[src/rtl/if_fetch_unit_pkg.sv]
// Shared types and constants for the instruction-fetch stage.
// Tag entries track each granted request; buffer entries carry {pc, inst} toward decode.
package if_fetch_unit_pkg;

   localparam int          IMEM_AW      = 32;
   localparam logic [31:0] RESET_PC_DEF = 32'h0000_0000;
   localparam logic [31:0] INST_NOP     = 32'h0000_0013;

   typedef struct packed {
      logic [IMEM_AW-1:0] pc;
      logic               epoch;
   } fetch_tag_t;

   typedef struct packed {
      logic [IMEM_AW-1:0] pc;
      logic [31:0]        inst;
   } ibuf_entry_t;

   function automatic logic [IMEM_AW-1:0] align_word(input logic [IMEM_AW-1:0] addr);
      return addr & ~IMEM_AW'(3);
   endfunction

endpackage

[src/rtl/if_fetch_unit_sync_fifo.sv]
// Small first-word-fall-through FIFO with flush; head entry is visible combinationally.
// Used both as the outstanding-request tag queue and as the instruction buffer.
module if_sync_fifo #(
   parameter  int WIDTH = 32,
   parameter  int DEPTH = 2,
   localparam int CW    = $clog2(DEPTH + 1)
) (
   input  logic             clk,
   input  logic             rst,
   input  logic             i_push,
   input  logic [WIDTH-1:0] i_data,
   input  logic             i_pop,
   input  logic             i_flush,
   output logic [WIDTH-1:0] o_data,
   output logic [CW-1:0]    o_count,
   output logic             o_empty,
   output logic             o_full
);

   localparam int PW = (DEPTH > 1) ? $clog2(DEPTH) : 1;

   logic [WIDTH-1:0] r_mem [DEPTH];
   logic [PW-1:0]    r_wr_ptr;
   logic [PW-1:0]    r_rd_ptr;
   logic [CW-1:0]    r_count;
   logic             w_do_push;
   logic             w_do_pop;

   function automatic logic [PW-1:0] next_ptr(input logic [PW-1:0] ptr);
      return (ptr == PW'(DEPTH - 1)) ? '0 : ptr + PW'(1);
   endfunction

   assign o_empty   = (r_count == '0);
   assign o_full    = (r_count == CW'(DEPTH));
   assign o_count   = r_count;
   assign o_data    = r_mem[r_rd_ptr];
   assign w_do_pop  = i_pop && !o_empty;
   // A full FIFO may still accept a push when the head leaves in the same cycle.
   assign w_do_push = i_push && (!o_full || w_do_pop);

   always_ff @(posedge clk or posedge rst) begin
      if (rst) begin
         r_wr_ptr <= '0;
         r_rd_ptr <= '0;
         r_count  <= '0;
      end else if (i_flush) begin
         r_wr_ptr <= '0;
         r_rd_ptr <= '0;
         r_count  <= '0;
      end else begin
         if (w_do_push) begin
            r_wr_ptr <= next_ptr(r_wr_ptr);
         end
         if (w_do_pop) begin
            r_rd_ptr <= next_ptr(r_rd_ptr);
         end
         if (w_do_push && !w_do_pop) begin
            r_count <= r_count + CW'(1);
         end else if (!w_do_push && w_do_pop) begin
            r_count <= r_count - CW'(1);
         end
      end
   end

   always_ff @(posedge clk) begin
      if (w_do_push && !i_flush) begin
         r_mem[r_wr_ptr] <= i_data;
      end
   end

endmodule

[src/rtl/if_fetch_unit.sv]
// Instruction-fetch stage: PC register, in-order imem requests with epoch-tagged
// responses, and a small instruction buffer delivering {pc, inst} to decode.
module if_fetch_unit
   import if_fetch_unit_pkg::*;
#(
   parameter logic [31:0] RESET_PC   = RESET_PC_DEF,
   parameter int          MAX_OUTSTD = 2,
   parameter int          BUF_DEPTH  = 2
) (
   input  logic        clk,
   input  logic        rst,
   input  logic        redirect,
   input  logic [31:0] npc,
   output logic        imem_req,
   output logic [31:0] imem_addr,
   input  logic        imem_gnt,
   input  logic        imem_rvalid,
   input  logic [31:0] imem_rdata,
   output logic        id_valid,
   input  logic        id_ready,
   output logic [31:0] id_pc,
   output logic [31:0] id_inst,
   output logic [31:0] fetch_pc
);

   localparam int TCW = $clog2(MAX_OUTSTD + 1);
   localparam int BCW = $clog2(BUF_DEPTH + 1);

   logic [31:0]    r_pc;
   logic           r_epoch;

   fetch_tag_t     w_tag_in;
   fetch_tag_t     w_tag_out;
   logic [TCW-1:0] w_outstd;
   logic           w_tag_empty;
   logic           w_tag_full;

   ibuf_entry_t    w_buf_in;
   ibuf_entry_t    w_buf_head;
   logic [BCW-1:0] w_buf_count;
   logic           w_buf_empty;
   logic           w_buf_full;

   logic           w_issue;
   logic           w_resp;
   logic           w_keep;
   logic           w_id_pop;
   logic [31:0]    w_inflight;
   logic           w_unused_full;

   assign w_id_pop   = !w_buf_empty && id_ready;

   // Every outstanding request owns a buffer slot; a pop this cycle frees one,
   // which is what sustains one instruction per cycle with a two-entry buffer.
   assign w_inflight = 32'(w_outstd) + 32'(w_buf_count) - {31'd0, w_id_pop};

   assign imem_req   = !rst && !redirect
                    && (32'(w_outstd) < 32'(MAX_OUTSTD))
                    && (w_inflight < 32'(BUF_DEPTH));
   assign imem_addr  = r_pc;
   assign fetch_pc   = r_pc;

   assign w_issue    = imem_req && imem_gnt;
   assign w_resp     = imem_rvalid && !w_tag_empty;
   // A response arriving alongside a redirect belongs to the abandoned path.
   assign w_keep     = w_resp && (w_tag_out.epoch == r_epoch) && !redirect;

   assign w_tag_in   = '{pc: r_pc, epoch: r_epoch};
   assign w_buf_in   = '{pc: w_tag_out.pc, inst: imem_rdata};

   assign id_valid   = !w_buf_empty;
   assign id_pc      = w_buf_empty ? 32'd0 : w_buf_head.pc;
   assign id_inst    = w_buf_empty ? 32'd0 : w_buf_head.inst;

   assign w_unused_full = w_tag_full | w_buf_full;

   always_ff @(posedge clk or posedge rst) begin
      if (rst) begin
         r_pc    <= RESET_PC;
         r_epoch <= 1'b0;
      end else if (redirect) begin
         r_pc    <= align_word(npc);
         r_epoch <= ~r_epoch;
      end else if (w_issue) begin
         r_pc    <= r_pc + 32'd4;
      end
   end

   if_sync_fifo #(
      .WIDTH ($bits(fetch_tag_t)),
      .DEPTH (MAX_OUTSTD)
   ) u_tag_q (
      .clk     (clk),
      .rst     (rst),
      .i_push  (w_issue),
      .i_data  (w_tag_in),
      .i_pop   (w_resp),
      .i_flush (1'b0),
      .o_data  (w_tag_out),
      .o_count (w_outstd),
      .o_empty (w_tag_empty),
      .o_full  (w_tag_full)
   );

   if_sync_fifo #(
      .WIDTH ($bits(ibuf_entry_t)),
      .DEPTH (BUF_DEPTH)
   ) u_inst_buf (
      .clk     (clk),
      .rst     (rst),
      .i_push  (w_keep),
      .i_data  (w_buf_in),
      .i_pop   (w_id_pop),
      .i_flush (redirect),
      .o_data  (w_buf_head),
      .o_count (w_buf_count),
      .o_empty (w_buf_empty),
      .o_full  (w_buf_full)
   );

`ifndef SYNTHESIS
   // A response with nothing outstanding is a memory-side protocol violation.
   a_rvalid_needs_outstanding: assert property (
      @(posedge clk) disable iff (rst) imem_rvalid |-> !w_tag_empty
   );

   a_buf_no_overflow: assert property (
      @(posedge clk) disable iff (rst) (w_keep && w_buf_full) |-> w_id_pop
   );
`endif

endmodule

[config.mk]
export PLATFORM = sky130hd
export DESIGN_NAME = if_fetch_unit
export DESIGN_NICKNAME = d
export VERILOG_FILES = /design/src/rtl/if_fetch_unit_pkg.sv /design/src/rtl/if_fetch_unit_sync_fifo.sv /design/src/rtl/if_fetch_unit.sv
export SDC_FILE = /design/constraint.sdc
export NUM_CORES = 1
export LEC_CHECK = 0
export BUFFER_PORTS_ARGS = -buffer_cell sky130_fd_sc_hd__buf_2
export CORE_ASPECT_RATIO = 1.2
export CORE_MARGIN = 5
export CORE_UTILIZATION = 35
export CTS_CLUSTER_SIZE = 24
export DETAILED_ROUTE_END_ITERATION = 7
export PLACE_DENSITY_LB_ADDON = 0.3
export SLEW_MARGIN = 20
export SYNTH_ARGS = -nofsm -noshare
export SYNTH_HDL_FRONTEND = slang
export SYNTH_HIERARCHICAL = 1
export SYNTH_SLANG_ARGS = --single-unit
[constraint.sdc]
create_clock -name clk -period 12.05 [get_ports clk]
set_input_delay 1.8075 -clock clk [delete_from_list [all_inputs] [get_ports clk]]
set_output_delay 1.8075 -clock clk [all_outputs]
set_load 0.01 [all_outputs]
# Word-level counts from Yosys, hierarchy flattened
# Memories as Yosys holds them, arrays and structs flattened.
# Index checks and enable logic that the tools add are counted.
# word_totals
inputBits	70
mem_count	2
reg_bits	41
ram_bits	194
# classes
n_mux	21
reduce_logical	36
bitwise	1
eq_ne	3
addsub	11
magnitude_cmp	2
# mem_list
name	depth	width	rd	rd_clocked_by_memory_dff	write_ports	line	source
u_inst_buf.r_mem	2	64	1	0	1	if_fetch_unit_sync_fifo.sv:22	logic [WIDTH-1:0] r_mem [DEPTH];
u_tag_q.r_mem	2	33	1	0	1	if_fetch_unit_sync_fifo.sv:22	
# ops
cell	count
two-way mux 32 bit	4
adder 32 x 3 -> 32 bit (second input constant)	1
less-than comparator 32 x 2 -> 1 bit (second input constant)	1
logical AND 1 bit	17
two-way mux 1 bit	12
logical NOT 1 bit	10
two-way mux 2 bit	5
nonzero test 2 bit	4
adder 1 bit (second input constant)	4
adder 2 x 1 -> 2 bit (second input constant)	2
== test 2 bit (second input constant)	2
logical NOT 2 bit	2
subtractor 2 x 1 -> 2 bit (second input constant)	2
subtractor 3 x 1 -> 4 bit	1
adder 2 x 2 -> 3 bit	1
nonzero test 3 bit	1
logical OR 1 bit	2
less-than comparator 2 bit (second input constant)	1
== test 1 bit	1
NOT 1 bit	1

# Logic depth before layout (Yosys ltp)
# logic_depth
ltp_word	12
mapped_depth	14
mapped_depth_nobuf	11

# By module
# Netlist, hierarchy kept.
# modules_own_cells
module	instances	cells_per_inst	area_each_um2	seq_area_each_um2
if_sync_fifo (u_inst_buf)	1	229	4859.7	3943.8
if_fetch_unit	1	339	2676.3	775.7
if_sync_fifo (u_tag_q)	1	133	2633.8	2082.0

# Worst setup path after synthesis
# OpenSTA, ideal clock, no wires.
# synth_timing
path_kind	input to register
startpoint	input redirect
endpoint	memory u_inst_buf/r_mem[0][0] in the netlist's numbering (enable)
slack_ns	4.500
setup_ns	0.565
required_ns	11.485
path_buffers	3
arrival_ns	6.985
path_stages	6
path_cell_list	clkbuf_1 buf_1 nor2_1 clkbuf_1 nand2_1 nor3_1
# synth_between
elab_chain_cells	6
# synth_lines
element	line	source
start, declared	if_fetch_unit.sv:12	input logic redirect,
logical NOT 1 bit	if_fetch_unit.sv:66	assign w_keep = w_resp && (w_tag_out.epoch == r_epoch) && !redirect;
logical AND 1 bit	if_fetch_unit.sv:66	
net w_keep	if_fetch_unit.sv:46	logic w_keep;
logical AND 1 bit	if_fetch_unit_sync_fifo.sv:39	assign w_do_push = i_push && (!o_full || w_do_pop);
logical AND 1 bit	if_fetch_unit_sync_fifo.sv:66	if (w_do_push && !i_flush) begin
two-way mux 1 bit	if_fetch_unit_sync_fifo.sv:66	
two-way mux 1 bit (implied by the code)	if_fetch_unit_sync_fifo.sv:67	r_mem[r_wr_ptr] <= i_data;
end, declared	if_fetch_unit_sync_fifo.sv:22	
# The timed path passes the listed nets, and every way through them passes these cells.

# Worst setup path in the final report
# layout_timing
startpoint	input id_ready
endpoint	output imem_req
# layout_between
elab_chain_cells	4
# layout_lines
element	line	source
start, declared	if_fetch_unit.sv:20	input logic id_ready,
logical AND 1 bit	if_fetch_unit.sv:51	assign w_id_pop = !w_buf_empty && id_ready;
net w_id_pop	if_fetch_unit.sv:47	logic w_id_pop;
subtractor 3 x 1 -> 4 bit	if_fetch_unit.sv:55	assign w_inflight = 32'(w_outstd) + 32'(w_buf_count) - {31'd0, w_id_pop};
less-than comparator 32 x 2 -> 1 bit	if_fetch_unit.sv:59	&& (w_inflight < 32'(BUF_DEPTH));
logical AND 1 bit	if_fetch_unit.sv:59	
end, declared	if_fetch_unit.sv:14	output logic imem_req,
# The timed path passes the listed nets, and every way through them passes these cells.

==> impl_metrics.py <==
metrics = {
    "sta": {
        "fmax_ghz": 0.175,
        "worst_slew_pin_slew_ps": 954,
        "hold_viol": 0,
        "rsz0062_at_grt": "false",
        "setup_viol": 0,
        "fin_crit_sh_pct": 47.5,
        "finClkSkew_ps": 18.1,
        "fin_crit_ps": 5720,
        "slew_headroom_pct": 36.2,
        "layout_setup_ws_ps": 6330,
        "fin_setup_tns_ps": 0,
        "report.final.slew_viol_count": 0,
    },
    "routing": {
        "via_per_inst": 4.77,
        "wire_per_inst_um": 17.3,
        "drtIter0Drc": 199,
        "vias": 6106,
        "first_pass_iters": 4,
        "drc": 0,
        "totalWireLength_um": 22100,
        "drtAntennaViolNets": 0,
    },
    "clock_tree": {
        "cts_sinks": 233,
        "clk_pin_slew_ps": 60,
        "ctsResizeCount": 0,
        "cts_root_buffer": "clkbuf_16",
        "hold_buffers": 0,
        "h-tree-depth": 1,
        "cts_tree": "built",
        "insertion_delay_ps": 520,
        "cts_setup_buffers": 0,
        "numCtsBuffers": 24,
        "clockBufferDepth": 3,
    },
    "finish": {
        "drive_gt1_share_pct": 39.8,
        "final_cell_mix": "194 x edfxtp_1, 193 x buf_2, 98 x mux2_2",
        "final_common_cell": "edfxtp_1",
        "final_area_um2": 12100,
        "fin_util_pct": 42.2,
        "nets": 951,
        "diodes": 0,
        "syn2layout_area_growth_pct": 19.5,
    },
    "floorplan": {
        "fp.coreArea_um2": 28800,
        "die_h_um": 197,
        "initial_core_util_pct": 35.3,
        "die_x_um": 166,
        "fp.dieArea_um2": 32600,
        "ios": 200,
        "rows": 68,
    },
    "yosys": {
        "ys_warn_count": 6,
        "syn_inst": 699,
        "mappedNetlistArea_um2": 10200,
        "avgSynthCellArea_um2": 14.5,
    },
    "global_route": {
        "grt_first_pass_wirelength_um": 34300,
        "grt_max_degree": 67,
        "grt_pass1_vias": 6200,
        "antenna_found_initial": 0,
        "grt_usage_pct": 13.2,
        "grt.overflow.total": 0,
    },
    "power_and_ir_drop": {
        "vdd_drop_max_uv": 70.4,
        "power_leakage_nw": 4.51,
        "pwr_density_cell_nw_per_um2": 143,
    },
    "status": {
        "outcome": "finished clean",
    },
    "worst_setup_path": {
        "crit_path_max_incr_delay_ps": 440,
        "cp.required_ps": 10240,
        "ff2ff_path_depth": 12,
        "critPathCaptureType": "output port",
        "cp_slowest_cell": "fa_1",
        "critical_path_class": "in -> out",
        "critical_path_arrival_ps": 3910,
        "cp_cell_sequence": "buf_2, nor2b_1, ha_1, nor2b_1, fa_1, nor4_2, o211a_1, buf_2",
        "critPathMaxFanout": 6,
        "startpoint_type": "input port",
    },
    "flow_run": {
        "maxCapViolCount": 0,
    },
    "place": {
        "postPlaceCellArea_um2": 11400,
        "place_hpwl_um": 14000,
        "dp_slack_ps": 6270,
        "gp_congestion": 0.745,
        "io_buffers": 193,
    },
    "hold_path": {
        "whs_path_depth": 1,
        "hp-class": "reg -> reg",
    },
}
critical path, delay by kind of cell:
family / cells / cell delay (ps)
AOI/OAI and AO/OA: 1 / 200
and+or+nand+nor: 3 / 920
buffers and inverters: 2 / 210
adders and majority gates: 2 / 770
where the power goes:
| part | switching, mW | internal, mW | leakage [nW] | total [mW] |
|---|---|---|---|---|
| sequential | 0.0331 | 0.894 | 2.23 | 0.927 |
| clock | 0.296 | 0.410 | 0.354 | 0.705 |
| combinational | 0.0601 | 0.0454 | 1.93 | 0.106 |
layer usage:
| metal | GRT usage [%] | share of wire [%] | up-vias | wire (µm) |
|---|---|---|---|---|
| met5 | 0 | 0 | - | 0 |
| met4 | 3.42 | 2.0 | 0 | 439 |
| met3 | 2.28 | 5.7 | 28 | 1250 |
| met2 | 23.0 | 50 | 162 | 11100 |
| met1 | 17.0 | 42 | 3013 | 9280 |
| li1 | - | - | 2903 | - |
stage by stage:
stage / hold slack (ps) / cells / total power [mW]
3_3_place_gp: 508 / 1234 / 1.05
6_report: 527 / 1279 / 1.74
2_1_floorplan: 491 / 712 / 1.00
4_1_cts: 527 / 1279 / 1.77
5_1_grt: 549 / 1279 / 1.81
3_5_place_dp: 515 / 1235 / 1.05
layout make-up:
cell class	instances	area, µm²
tap	385	482
fill	2735	16600
inverter	21	78.8
clock inverter	8	70.1
multi-input combinational	393	2970
sequential	233	6810
timing repair buffer	203	1050
clock buffer	36	677
state kept, by name (all words and copies together), names as in the netlist, 2 cells and up:
signal / count
fetch_pc: 30
u_inst_buf/o_count: 2
u_inst_buf/r_mem: 128
u_tag_q/o_count: 2
u_tag_q/r_mem: 66
final timing paths:
kind                                       startpoint                    to  slack, ps
worst max-delay path                         id_ready              imem_req       6330
worst min-delay path                          r_epoch               r_epoch        530
worst max register to register  u_inst_buf/o_count[0]  u_tag_q/r_mem[1][11]       7120
worst min register to register                r_epoch               r_epoch        530
max in group asynchronous                         rst          fetch_pc[16]      10300
min in group asynchronous                         rst      u_tag_q/r_rd_ptr       1220
No activity file was read; power rests on OpenSTA's default activity.
